### src/rtl/bin16s_to_dec4_sgn_pkg.sv
// Shared constants for the signed binary to 4-digit BCD converter.
package bin16s_to_dec4_sgn_pkg;

    // FSM encodings, kept as plain constants so the encoding stays stable.
    localparam logic [1:0] ST_IDLE  = 2'd0;
    localparam logic [1:0] ST_SHIFT = 2'd1;
    localparam logic [1:0] ST_DONE  = 2'd2;

    // Datapath geometry: 16 magnitude bits and 5 BCD digits (max 32768).
    localparam int unsigned N_BITS = 16;
    localparam int unsigned N_BCD  = 5;
    localparam int unsigned BCD_W  = 4 * N_BCD;
    localparam int unsigned SR_W   = BCD_W + N_BITS;

    // Largest 4-digit value, also the saturated display pattern.
    localparam logic [15:0] BCD_MAX = 16'h9999;

    // Double-dabble nibble correction constants.
    localparam logic [3:0] DD_THRESH = 4'd5;
    localparam logic [3:0] DD_ADJ    = 4'd3;

    // Two's-complement magnitude truncated to 16 bits; 0x8000 maps to 32768.
    function automatic logic [15:0] abs16(input logic [15:0] x);
        return x[15] ? ((~x) + 16'd1) : x;
    endfunction

endpackage

### src/rtl/bin16s_to_dec4_sgn_dd_add3.sv
// Combinational double-dabble corrector for one BCD digit.
module dd_add3
    import bin16s_to_dec4_sgn_pkg::*;
(
    input  logic [3:0] din,
    output logic [3:0] dout
);

    // Add 3 to a digit of 5 or more so the following left shift carries correctly.
    always_comb begin
        dout = din;
        if (din >= DD_THRESH) begin
            dout = din + DD_ADJ;
        end
    end

endmodule

### src/rtl/bin16s_to_dec4_sgn.sv
// Sequential signed 16-bit binary to 4-digit BCD converter with sign and
// overflow flags. One magnitude bit is processed per clock.
module bin16s_to_dec4_sgn
    import bin16s_to_dec4_sgn_pkg::*;
#(
    parameter bit SATURATE = 1'b1
) (
    input  logic        clk,
    input  logic        rst,
    input  logic        st,
    input  logic [15:0] BIN,
    output logic [15:0] DEC,
    output logic        NEG,
    output logic        OVF,
    output logic        busy,
    output logic        done
);

    logic [1:0]       state;
    logic [4:0]       cnt;
    logic [SR_W-1:0]  sr;       // {bcd[19:0], mag[15:0]}
    logic             neg_r;
    logic [BCD_W-1:0] bcd_adj;
    logic [BCD_W-1:0] bcd_fin;
    logic             ovf_c;
    logic             neg_c;
    logic [15:0]      dec_c;

    // One corrector per BCD digit of the accumulator.
    for (genvar g = 0; g < N_BCD; g++) begin : g_add3
        dd_add3 u_add3 (
            .din  (sr[N_BITS + 4*g +: 4]),
            .dout (bcd_adj[4*g +: 4])
        );
    end

    assign bcd_fin = sr[SR_W-1:N_BITS];
    assign busy    = (state != ST_IDLE);

    // Result formatting: overflow only from the fifth digit, no negative zero.
    always_comb begin
        ovf_c = (bcd_fin[19:16] != 4'd0) || (bcd_fin[15:0] > BCD_MAX);
        neg_c = neg_r && (bcd_fin != '0);
        dec_c = bcd_fin[15:0];
        if (ovf_c && SATURATE) begin
            dec_c = BCD_MAX;
        end
    end

    // Control FSM and bit counter: IDLE -> 16 x SHIFT -> DONE -> IDLE.
    always_ff @(posedge clk or posedge rst) begin
        if (rst) begin
            state <= ST_IDLE;
            cnt   <= '0;
        end else begin
            case (state)
                ST_IDLE: begin
                    if (st) begin
                        cnt   <= '0;
                        state <= ST_SHIFT;
                    end
                end
                ST_SHIFT: begin
                    cnt <= cnt + 5'd1;
                    if (cnt == 5'(N_BITS - 1)) begin
                        state <= ST_DONE;
                    end
                end
                ST_DONE: begin
                    state <= ST_IDLE;
                end
                default: begin
                    state <= ST_IDLE;
                end
            endcase
        end
    end

    // Datapath: capture magnitude and sign on start, then correct-and-shift.
    always_ff @(posedge clk or posedge rst) begin
        if (rst) begin
            sr    <= '0;
            neg_r <= 1'b0;
        end else begin
            if (state == ST_IDLE && st) begin
                sr    <= {{BCD_W{1'b0}}, abs16(BIN)};
                neg_r <= BIN[15];
            end else if (state == ST_SHIFT) begin
                sr <= {bcd_adj, sr[N_BITS-1:0]} << 1;
            end
        end
    end

    // Output registers load only in DONE and hold between conversions.
    always_ff @(posedge clk or posedge rst) begin
        if (rst) begin
            DEC  <= '0;
            NEG  <= 1'b0;
            OVF  <= 1'b0;
            done <= 1'b0;
        end else begin
            done <= 1'b0;
            if (state == ST_DONE) begin
                DEC  <= dec_c;
                NEG  <= neg_c;
                OVF  <= ovf_c;
                done <= 1'b1;
            end
        end
    end

endmodule

### config.mk
export PLATFORM = sky130hd
export DESIGN_NAME = bin16s_to_dec4_sgn
export DESIGN_NICKNAME = d
export VERILOG_FILES = /design/src/rtl/bin16s_to_dec4_sgn_pkg.sv /design/src/rtl/bin16s_to_dec4_sgn_dd_add3.sv /design/src/rtl/bin16s_to_dec4_sgn.sv
export SDC_FILE = /design/constraint.sdc
export NUM_CORES = 1
export LEC_CHECK = 0
export CORE_ASPECT_RATIO = 2
export CORE_MARGIN = 5
export CORE_UTILIZATION = 51
export DETAILED_ROUTE_END_ITERATION = 7
export GPL_TIMING_DRIVEN = 0
export PLACE_DENSITY_LB_ADDON = 0.1
export SLEW_MARGIN = 0
export SYNTH_ARGS = -nofsm -noshare
export SYNTH_HDL_FRONTEND = slang
export SYNTH_HIERARCHICAL = 1
export SYNTH_SLANG_ARGS = --single-unit
### constraint.sdc
create_clock -name clk -period 1.9 [get_ports clk]
set_input_delay 0.285 -clock clk [delete_from_list [all_inputs] [get_ports clk]]
set_output_delay 0.285 -clock clk [all_outputs]
set_load 0.1 [all_outputs]
==> metrics.log, run 1 <==
[metrics] Num CTS Buffers: 9
[metrics] DRC: 0
[metrics] Pleak: 2.00 nW
[metrics] final routed wirelength across all metal layers: 8110 um
[metrics] share of the cycle needed by the critical path after routing: 96.8%
[metrics] CP delay by family, top: buffers and inverters
[metrics] Worst Path Required: 1.62 ns
[metrics] number of vias per cell after detailed routing: 5.45
[metrics] slowest library cell on the worst path: sky130_fd_sc_hd__dlygate4sd2_1
[metrics] # IOs: 39
[metrics] Die Footprint: 8580 um2
[metrics] average cell area after synthesis: 8.81 um2
[metrics] height of the chip: 126 um
[metrics] Chip Width: 68.0 um
[metrics] nature of the critical path startpoint: flop
[metrics] clock-pin slew of the registers on the worst-case setup and hold paths: 0.05 ns
[metrics] Final Max Slew Viols: 0
[metrics] Post-Route Skew: 0.00700 ns
[metrics] number of cell instances on the worst register-to-register path: 6
[metrics] antenna violations before repair: 0
[metrics] status: finished, final reports clean
[metrics] setup_tns: 0 ns
[metrics] type of the most critical hold path: primary input to asynchronous set/reset pin
[metrics] clk sink count: 63
[metrics] core area: 6620 um2
[metrics] post-detailed-placement half-perimeter wirelength: 5980 um
[metrics] gp weighted congestion: 0.811
[metrics] final design instance area without fill: 4370 um2
[metrics] clock insertion delay at the later pin of the skew report: 0.34 ns
[metrics] total of fill cells in the finished design: 613
[metrics] endpoints failing hold: 0
[metrics] DR pass1 iterations: 4
[metrics] data arrival time at the worst-slack endpoint: 1.55 ns
[metrics] global-route wire length before repair: 13700 um
[metrics] Final setup viols: 0
[metrics] area of all sequential standard cells: 1580 um2
[metrics] most frequent cells in the layout: sky130_fd_sc_hd__nand2_1 (94), sky130_fd_sc_hd__dfrtp_1 (58), sky130_fd_sc_hd__o21ai_0 (36), sky130_fd_sc_hd__dlygate4sd2_1 (22), sky130_fd_sc_hd__nor2_1 (20)
[metrics] critical path capture point type: output pin
[metrics] ordered list of cells on the worst path: dlygate4sd2_1
[metrics] number of buffers added on ports: 38
[metrics] number of standard-cell rows in the floorplan: 42
[metrics] headroom to the max-slew limit: 36.1%
[metrics] Synth Net Count: 422
[metrics] routed wirelength normalized by instance count: 15.0 um
[metrics] power density over the cells: 1610 nW/um2
[metrics] area added between synthesis and finish: 27.2%
[metrics] ANT cells: 0
[metrics] capture point of the worst reg-to-reg path: DEC[8]
[metrics] Worst IR Drop VDD: 1.35 mV
[metrics] origin of the critical flop-to-flop path: sr[32]
[metrics] overall routing resource usage: 21.2%
[metrics] total cell area at the placement stage: 3950 um2
[metrics] transition time of the tightest slew-check pin: 0.963 ns
[metrics] Buf/Inv on CP: 1
[metrics] gate count after technology mapping: 390
[metrics] clock root buffer: sky130_fd_sc_hd__clkbuf_16
[metrics] peak per-stage delay on the critical path: 0.86 ns
[metrics] Hold Buf Count CTS: 0
[metrics] initial cell density of the core: 51.9%
[metrics] vias after detailed routing: 2945
[metrics] achievable clock frequency: 0.544 GHz
[metrics] unrepaired setup endpoints after global routing: yes
[metrics] Critical Setup Path Class: flop to output pin
[metrics] final net count: 479
[metrics] remaining number of nets flagged by the antenna check after routing: 0
[metrics] area occupied by multi-input gates: 1760 um2
[metrics] most common cell after layout, fill and taps aside: sky130_fd_sc_hd__nand2_1
[metrics] number of maximum-capacitance violations: 0
[metrics] worst reg2reg setup slack: 0.06 ns
[metrics] GRT overflow: 0
[metrics] Warnings, synthesis: 6
[metrics] Mapped Area: 3440 um2
[metrics] minimum period implied by the final worst setup slack: 1.84 ns
[metrics] number of global-route vias before repair: 3027
[metrics] Critical Path Fanout Max: 2
[metrics] Clock Path Buffers: 2
[metrics] largest net degree at the start of global routing: 39
[metrics] H-tree lvl count: 3
[metrics] initial DRC count: 140
[metrics] TritonCTS clock tree: yes
[metrics] layout cells sized above 1: 11.5%
-- power breakdown --
group          switching, mW  total [mW]  internal, mW  leakage (nW)
combinational           1.74        2.88          1.14          1.07
sequential             0.546        2.38          1.83         0.759
clock                  0.582        1.77          1.19         0.165
total                   2.87        7.03          4.16          2.00
-- state kept, by name, indices dropped and copies added (netlist names) --
register / flops
DEC: 16
NEG: 1
OVF: 1
cnt: 5
done: 1
neg_r: 1
sr: 36
state: 2
-- worst max path at each step --
stage               slack, ns  startpoint  cells past startpoint  endpoint
finish                   0.06     DEC[13]                      1   DEC[13]
floorplan                0.05         rst                      1    DEC[0]
global placement        -1.00         rst                      2    sr[31]
detailed placement      -0.47      BIN[5]                      7    sr[14]
global route            -0.03      sr[25]                      6    DEC[9]
CTS                     0.004    state[1]                      6    sr[28]
-- routing by layer --
metal / vias up / wire length [um] / global-route usage [%]
met2: 57 / 4650 / 38.8
met3: 19 / 301 / 4.46
met5: - / 0 / 0
met4: 0 / 273 / 12.5
met1: 1419 / 2880 / 20.4
li1: 1450 / - / -
-- metrics by stage --
| step | utilization (%) | instances | power (mW) | hold WS [ns] | worst slack [ns] |
|---|---|---|---|---|---|
| 2_1_floorplan | - | 390 | 4.41 | 0.446 | 0.0453 |
| 3_3_place_gp | 59.3 | 516 | 5.03 | 0.452 | -1.00 |
| 3_5_place_dp | 59.6 | 517 | 5.17 | 0.464 | -0.465 |
| 4_1_cts | 65.3 | 537 | 7.02 | 0.329 | 0.00365 |
| 5_1_grt | 66.0 | 540 | 7.61 | 0.378 | -0.0330 |
| 6_report | 66.0 | 540 | 7.03 | 0.315 | 0.0617 |
-- final cells by class --
class,count,area share [%]
multi-input combinational,290,40.2
sequential,63,36.2
timing repair buffer,46,9.91
clock buffer,14,6.73
tap,88,2.52
buffer,18,1.98
inverter,19,1.63
clock inverter,2,0.802
-- repair_timing --
action	in CTS	in global routing
pin swaps	6	2
setup endpoints to repair	44	26
resized for setup	36	10
setup buffers	3	3
cloned	1	0
Note: power is estimated with default switching activity, not from simulation.
==> run 2, diff against run 1 <==
--- a/config.mk
+++ b/config.mk
@@ -6,7 +6,7 @@
 export NUM_CORES = 1
 export LEC_CHECK = 0
 export CORE_ASPECT_RATIO = 2
-export CORE_MARGIN = 5
+export CORE_MARGIN = 2
 export CORE_UTILIZATION = 51
 export DETAILED_ROUTE_END_ITERATION = 7
 export GPL_TIMING_DRIVEN = 0
==> metrics.log, run 2 (synthesized netlist as in run 1, its figures left out) <==
[metrics] Critical Setup Path Class: flop to flop
[metrics] Pleak: 1.96 nW
[metrics] headroom to the max-slew limit: 36.3%
[metrics] initial DRC count: 155
[metrics] area added between synthesis and finish: 25.5%
[metrics] minimum period implied by the final worst setup slack: 1.85 ns
[metrics] ANT cells: 0
[metrics] largest net degree at the start of global routing: 39
[metrics] origin of the critical flop-to-flop path: sr[30]
[metrics] area occupied by multi-input gates: 1750 um2
[metrics] Worst Path Required: 2.12 ns
[metrics] TritonCTS clock tree: yes
[metrics] global-route wire length before repair: 13300 um
[metrics] initial cell density of the core: 52.3%
[metrics] status: finished, final reports clean
[metrics] Largest regs: sr (36), DEC (16), cnt (5)
[metrics] core area: 6570 um2
[metrics] non-filler cells in the finished layout: 538
[metrics] number of cell instances on the worst register-to-register path: 6
[metrics] number of standard-cell rows in the floorplan: 42
[metrics] post-detailed-placement half-perimeter wirelength: 5690 um
[metrics] endpoints failing hold: 0
[metrics] area of all sequential standard cells: 1580 um2
[metrics] vias after detailed routing: 2931
[metrics] GRT overflow: 0
[metrics] number of flip-flops under the largest register name: 36
[metrics] Final Max Slew Viols: 0
[metrics] type of the most critical hold path: primary input to asynchronous set/reset pin
[metrics] power after layout: 6.84 mW
[metrics] Post-Route Hold Slack: 0.319 ns
[metrics] antenna violations before repair: 0
[metrics] data arrival time at the worst-slack endpoint: 2.08 ns
[metrics] most common cell after layout, fill and taps aside: sky130_fd_sc_hd__nand2_1
[metrics] gp weighted congestion: 0.856
[metrics] final net count: 479
[metrics] final design instance area without fill: 4310 um2
[metrics] share of the cycle needed by the critical path after routing: 97.6%
[metrics] Post-Route Skew: 0.00513 ns
[metrics] capture point of the worst reg-to-reg path: DEC[1]
[metrics] Chip Width: 62.0 um
[metrics] Reg with most FFs: sr
[metrics] number of maximum-capacitance violations: 0
[metrics] Die Footprint: 7450 um2
[metrics] clk sink count: 63
[metrics] number of global-route vias before repair: 2878
[metrics] nature of the critical path startpoint: flop
[metrics] number of vias per cell after detailed routing: 5.45
[metrics] routed wirelength normalized by instance count: 14.6 um
[metrics] achievable clock frequency: 0.539 GHz
[metrics] unrepaired setup endpoints after global routing: yes
[metrics] final routed wirelength across all metal layers: 7840 um
[metrics] layout cells sized above 1: 10.0%
[metrics] DR pass1 iterations: 4
[metrics] DRC: 0
[metrics] Clock Path Buffers: 2
[metrics] overall routing resource usage: 24.1%
[metrics] Critical Path Fanout Max: 7
[metrics] clock root buffer: sky130_fd_sc_hd__clkbuf_16
[metrics] number of buffers added on ports: 38
[metrics] total of fill cells in the finished design: 559
[metrics] most frequent cells in the layout: sky130_fd_sc_hd__nand2_1 (94), sky130_fd_sc_hd__dfrtp_1 (58), sky130_fd_sc_hd__o21ai_0 (36), sky130_fd_sc_hd__dlygate4sd2_1 (22), sky130_fd_sc_hd__nor2_1 (20)
[metrics] power density over the cells: 1590 nW/um2
[metrics] height of the chip: 120 um
[metrics] critical path capture point type: flop
[metrics] Num CTS Buffers: 9
[metrics] H-tree lvl count: 3
[metrics] remaining number of nets flagged by the antenna check after routing: 0
[metrics] Cell Count Post-Placement: 517
[metrics] # IOs: 39
[metrics] worst reg2reg setup slack: 0.05 ns
[metrics] clock insertion delay at the later pin of the skew report: 0.33 ns
[metrics] Worst IR Drop VDD: 1.01 mV
[metrics] clock-pin slew of the registers on the worst-case setup and hold paths: 0.05 ns
[metrics] Final setup viols: 0
[metrics] total cell area at the placement stage: 3950 um2
[metrics] transition time of the tightest slew-check pin: 0.959 ns
-- run 2: cell types whose count changed in the layout (fill, tap and decap cells not counted), sizes merged --
cell / change
clkinv: -1
clkbuf: -1
clkdlybuf4s15: -1
buf: +1
-- run 2: worst max path at each step --
stage	from	end	slack, ns	cells after the start
floorplan	rst	DEC[0]	0.05	1
global placement	rst	sr[31]	-1.01	2
detailed placement	BIN[7]	sr[14]	-0.45	7
CTS	state[1]	busy	-0.09	3
global route	sr[30]	DEC[5]	-0.02	6
finish	sr[30]	DEC[1]	0.05	6
-- run 2: what timing repair did --
item,CTS,global route
endpoints found under the hold margin,0,0
setup endpoints to repair,40,30
hold buffers,0,0
gates resized for setup,32,14
buffers inserted,3,3
gates cloned,1,0
pin swaps,6,4
-- run 2: worst max-delay path, stage by stage (launching register included) --
cell                       delay (ns)
sky130_fd_sc_hd__dfrtp_2         0.46
sky130_fd_sc_hd__nor4_4          0.35
sky130_fd_sc_hd__nand2_1         0.09
sky130_fd_sc_hd__o211ai_1        0.34
sky130_fd_sc_hd__o31ai_4         0.15
sky130_fd_sc_hd__buf_6           0.16
sky130_fd_sc_hd__a22o_1          0.17
-- run 2: metal layers --
layer	track usage (%)	vias to the layer above	share of wire (%)
met3	6.14	17	3.3
met5	0	-	0
met1	24.8	1395	37
met4	10.1	0	2.7
met2	43.0	64	57
li1	-	1455	-
-- run 2: stage by stage --
stage	setup WS (ns)	setup TNS, ns	utilization (%)
final	0.0453	0	65.6
after global routing	-0.0158	-0.0372	65.6
after CTS	-0.0924	-0.0924	64.9
after detailed placement	-0.450	-6.07	60.1
after global placement	-1.01	-69.01	59.8
after floorplan	0.0453	0	-
-- run 2: power by group --
part	switching, mW	internal, mW
clock network	0.543	1.04
registers	0.536	1.83
logic	1.76	1.13
total	2.84	4.00
-- run 2: layout make-up --
cell class | instances | area share (%)
clock inverters | 1 | 0.696
multi-input cells | 290 | 40.7
flip-flops and latches | 63 | 36.7
inverters | 19 | 1.65
plain buffers | 18 | 2.00
well taps | 88 | 2.55
clock buffers | 13 | 5.80
repair buffers | 46 | 9.90
==> run 3, diff against run 2 <==
--- a/config.mk
+++ b/config.mk
@@ -14,5 +14,4 @@
 export SLEW_MARGIN = 0
 export SYNTH_ARGS = -nofsm -noshare
 export SYNTH_HDL_FRONTEND = slang
-export SYNTH_HIERARCHICAL = 1
 export SYNTH_SLANG_ARGS = --single-unit
==> metrics.log, run 3 <==
[metrics] Synth Net Count: 372
[metrics] data arrival time at the worst-slack endpoint: 2.12 ns
[metrics] largest net degree at the start of global routing: 40
[metrics] Post-Route Skew: 0.00546 ns
[metrics] gate count after technology mapping: 336
[metrics] vias after detailed routing: 2904
[metrics] H-tree lvl count: 3
[metrics] Chip Width: 62.2 um
[metrics] achievable clock frequency: 0.526 GHz
[metrics] Largest regs: sr (36), DEC (16), cnt (5)
[metrics] post-synth cell types: 54
[metrics] power density over the cells: 1800 nW/um2
[metrics] global-route wire length before repair: 14800 um
[metrics] Reg with most FFs: sr
[metrics] Critical Path Fanout Max: 5
[metrics] critical path capture point type: flop
[metrics] clk sink count: 63
[metrics] post-detailed-placement half-perimeter wirelength: 6470 um
[metrics] total cell area at the placement stage: 3970 um2
[metrics] initial cell density of the core: 52.6%
[metrics] type of the most critical hold path: primary input to asynchronous set/reset pin
[metrics] asr flop ratio synth: 100%
[metrics] clock-pin slew of the registers on the worst-case setup and hold paths: 0.05 ns
[metrics] Final setup viols: 1
[metrics] core area: 6570 um2
[metrics] initial DRC count: 141
[metrics] most frequently used cell type in the post-synthesis netlist: sky130_fd_sc_hd__dfrtp_1
[metrics] number of maximum-capacitance violations: 0
[metrics] most common cell after layout, fill and taps aside: sky130_fd_sc_hd__dfrtp_1
[metrics] unrepaired setup endpoints after global routing: yes
[metrics] violated checks: setup timing
[metrics] GRT overflow: 0
[metrics] top post-synthesis cells by count: sky130_fd_sc_hd__dfrtp_1 (63), sky130_fd_sc_hd__o21ai_0 (20), sky130_fd_sc_hd__clkbuf_1 (18), sky130_fd_sc_hd__nand2_1 (18), sky130_fd_sc_hd__ha_1 (17)
[metrics] number of standard-cell rows in the floorplan: 42
[metrics] status: finished, violations left
[metrics] area added between synthesis and finish: 28.6%
[metrics] part of the Yosys area used for sequential elements: 45.6%
[metrics] share of the cycle needed by the critical path after routing: 100%
[metrics] Warnings, synthesis: 0
[metrics] Pleak: 1.86 nW
[metrics] Critical Setup Path Class: flop to flop
[metrics] overall routing resource usage: 25.9%
[metrics] clock root buffer: sky130_fd_sc_hd__clkbuf_16
[metrics] final design instance area without fill: 4440 um2
[metrics] number of flip-flops under the largest register name: 36
[metrics] ANT cells: 0
[metrics] # IOs: 39
[metrics] gp weighted congestion: 0.918
[metrics] Mapped Area: 3460 um2
[metrics] setup_tns: -0.00274 ns
[metrics] number of global-route vias before repair: 3074
[metrics] post-synthesis compound-gate area fraction: 22.8%
[metrics] Worst Path Required: 2.12 ns
[metrics] transition time of the tightest slew-check pin: 0.972 ns
[metrics] Num CTS Buffers: 9
[metrics] height of the chip: 120 um
[metrics] final routed wirelength across all metal layers: 8850 um
[metrics] number of synthesized flops with an enable pin: 0
[metrics] Final Max Slew Viols: 0
[metrics] antenna violations before repair: 0
[metrics] largest family of logic cells by synthesized area: compound AO/OA/AOI/OAI gates
[metrics] share of the synthesized area in the top cell type: 45.6%
[metrics] Hold Buf Count CTS: 0
[metrics] biggest area contributors in the synthesized netlist: sky130_fd_sc_hd__dfrtp_1 (46%), sky130_fd_sc_hd__ha_1 (6.2%), sky130_fd_sc_hd__o21ai_0 (2.9%)
[metrics] clock insertion delay at the later pin of the skew report: 0.34 ns
[metrics] minimum period implied by the final worst setup slack: 1.90 ns
[metrics] headroom to the max-slew limit: 35.5%
[metrics] Clock Path Buffers: 2
[metrics] average cell area after synthesis: 10.3 um2
[metrics] most frequent cells in the layout: sky130_fd_sc_hd__dfrtp_1 (62), sky130_fd_sc_hd__dlygate4sd2_1 (22), sky130_fd_sc_hd__o21ai_0 (19), sky130_fd_sc_hd__nand2_1 (17)
[metrics] Die Footprint: 7490 um2
[metrics] library cell occupying the most area in the post-synthesis netlist: sky130_fd_sc_hd__dfrtp_1
[metrics] post-synthesis share of cell area spent on full adders, half adders and majority gates: 6.15%
[metrics] nature of the critical path startpoint: flop
[metrics] mux cell area share after synthesis: 2.75%
[metrics] share of synthesized cell area in and, or, nand and nor gates: 15.3%
[metrics] final net count: 429
[metrics] synthesized flop and latch total: 63
[metrics] number of buffers added on ports: 38
[metrics] number of vias per cell after detailed routing: 5.98
[metrics] endpoints failing hold: 0
[metrics] routed wirelength normalized by instance count: 18.2 um
[metrics] DR pass1 iterations: 4
[metrics] xor and xnor area share after synthesis: 3.04%
[metrics] DRC: 0
[metrics] flip-flop cell with the highest count after synthesis: sky130_fd_sc_hd__dfrtp_1
[metrics] crit path setup slack, layout: -0.00274 ns
[metrics] Worst IR Drop VDD: 0.751 mV
[metrics] remaining number of nets flagged by the antenna check after routing: 0
[metrics] TritonCTS clock tree: yes
[metrics] layout cells sized above 1: 18.3%
[run 3: kinds of logic after synthesis]
group | count (synthesis)
DFF | 63
AOI/OAI and AO/OA | 111
and+or+nand+nor | 85
adders and majority gates | 17
xor gates and xnor gates | 12
muxes | 9
buffers and inverters | 39
[run 3: routing by layer]
| layer | up-vias | track usage [%] | wire (um) |
|---|---|---|---|
| met4 | 0 | 14.7 | 221 |
| met3 | 15 | 4.84 | 248 |
| li1 | 1396 | - | - |
| met2 | 64 | 50.6 | 5290 |
| met1 | 1429 | 24.5 | 3090 |
| met5 | - | 0 | 0 |
[run 3: where the power goes]
group / internal, mW / switching, mW / leakage, nW
sequential: 1.89 / 0.452 / 0.773
clock: 1.04 / 0.577 / 0.146
combinational: 1.39 / 2.63 / 0.942
total: 4.32 / 3.66 / 1.86
[run 3: stage by stage]
step	total power, mW	setup WS (ns)	hold WS [ns]	std cells	util [%]
final	7.98	-0.00274	0.311	486	67.6
after global routing	8.50	-0.0597	0.359	486	67.6
after CTS	7.87	-0.145	0.328	482	66.1
after detailed placement	6.20	-0.579	0.472	463	60.4
after global placement	6.10	-1.01	0.469	462	60.1
after floorplan	5.17	0.0164	0.408	336	-
[run 3: worst max-delay path, stage by stage (launching register included)]
cell	delay (ns)
sky130_fd_sc_hd__dfrtp_1	0.37
sky130_fd_sc_hd__inv_2	0.10
sky130_fd_sc_hd__ha_4	0.14
sky130_fd_sc_hd__or3b_4	0.40
sky130_fd_sc_hd__or2_4	0.31
sky130_fd_sc_hd__buf_8	0.14
sky130_fd_sc_hd__o32a_1	0.32
[run 3: final cells by class]
| class | instances | area, um2 |
|---|---|---|
| Clock inverter | 4 | 45.0 |
| Multi-Input combinational cell | 234 | 1840 |
| Buffer | 21 | 105 |
| Inverter | 16 | 62.6 |
| Fill cell | 560 | 2130 |
| Tap cell | 88 | 110 |
| Sequential cell | 63 | 1580 |
| Clock buffer | 12 | 246 |
| Timing Repair Buffer | 48 | 453 |
[run 3: worst paths after layout]
path / start / endpoint / slack (ns) / cells after the start
max: sr[33] / DEC[7] / -0.003 / 6
max reg2reg: sr[33] / DEC[7] / -0.003 / 6
min reg2reg: sr[15] / sr[16] / 0.48 / 2
min: rst / sr[20] / 0.31 / 2
max in group asynchronous: rst / sr[33] / 0.99 / 3
min in group clk: BIN[0] / sr[0] / 0.41 / 3
[run 3: repair_timing]
action | in CTS | in global routing
gates resized for setup | 46 | 22
buffers inserted | 3 | 5
setup endpoints to repair | 58 | 33
endpoints found under the hold margin | 0 | 0
pin swaps | 3 | 8
cloned | 0 | 1
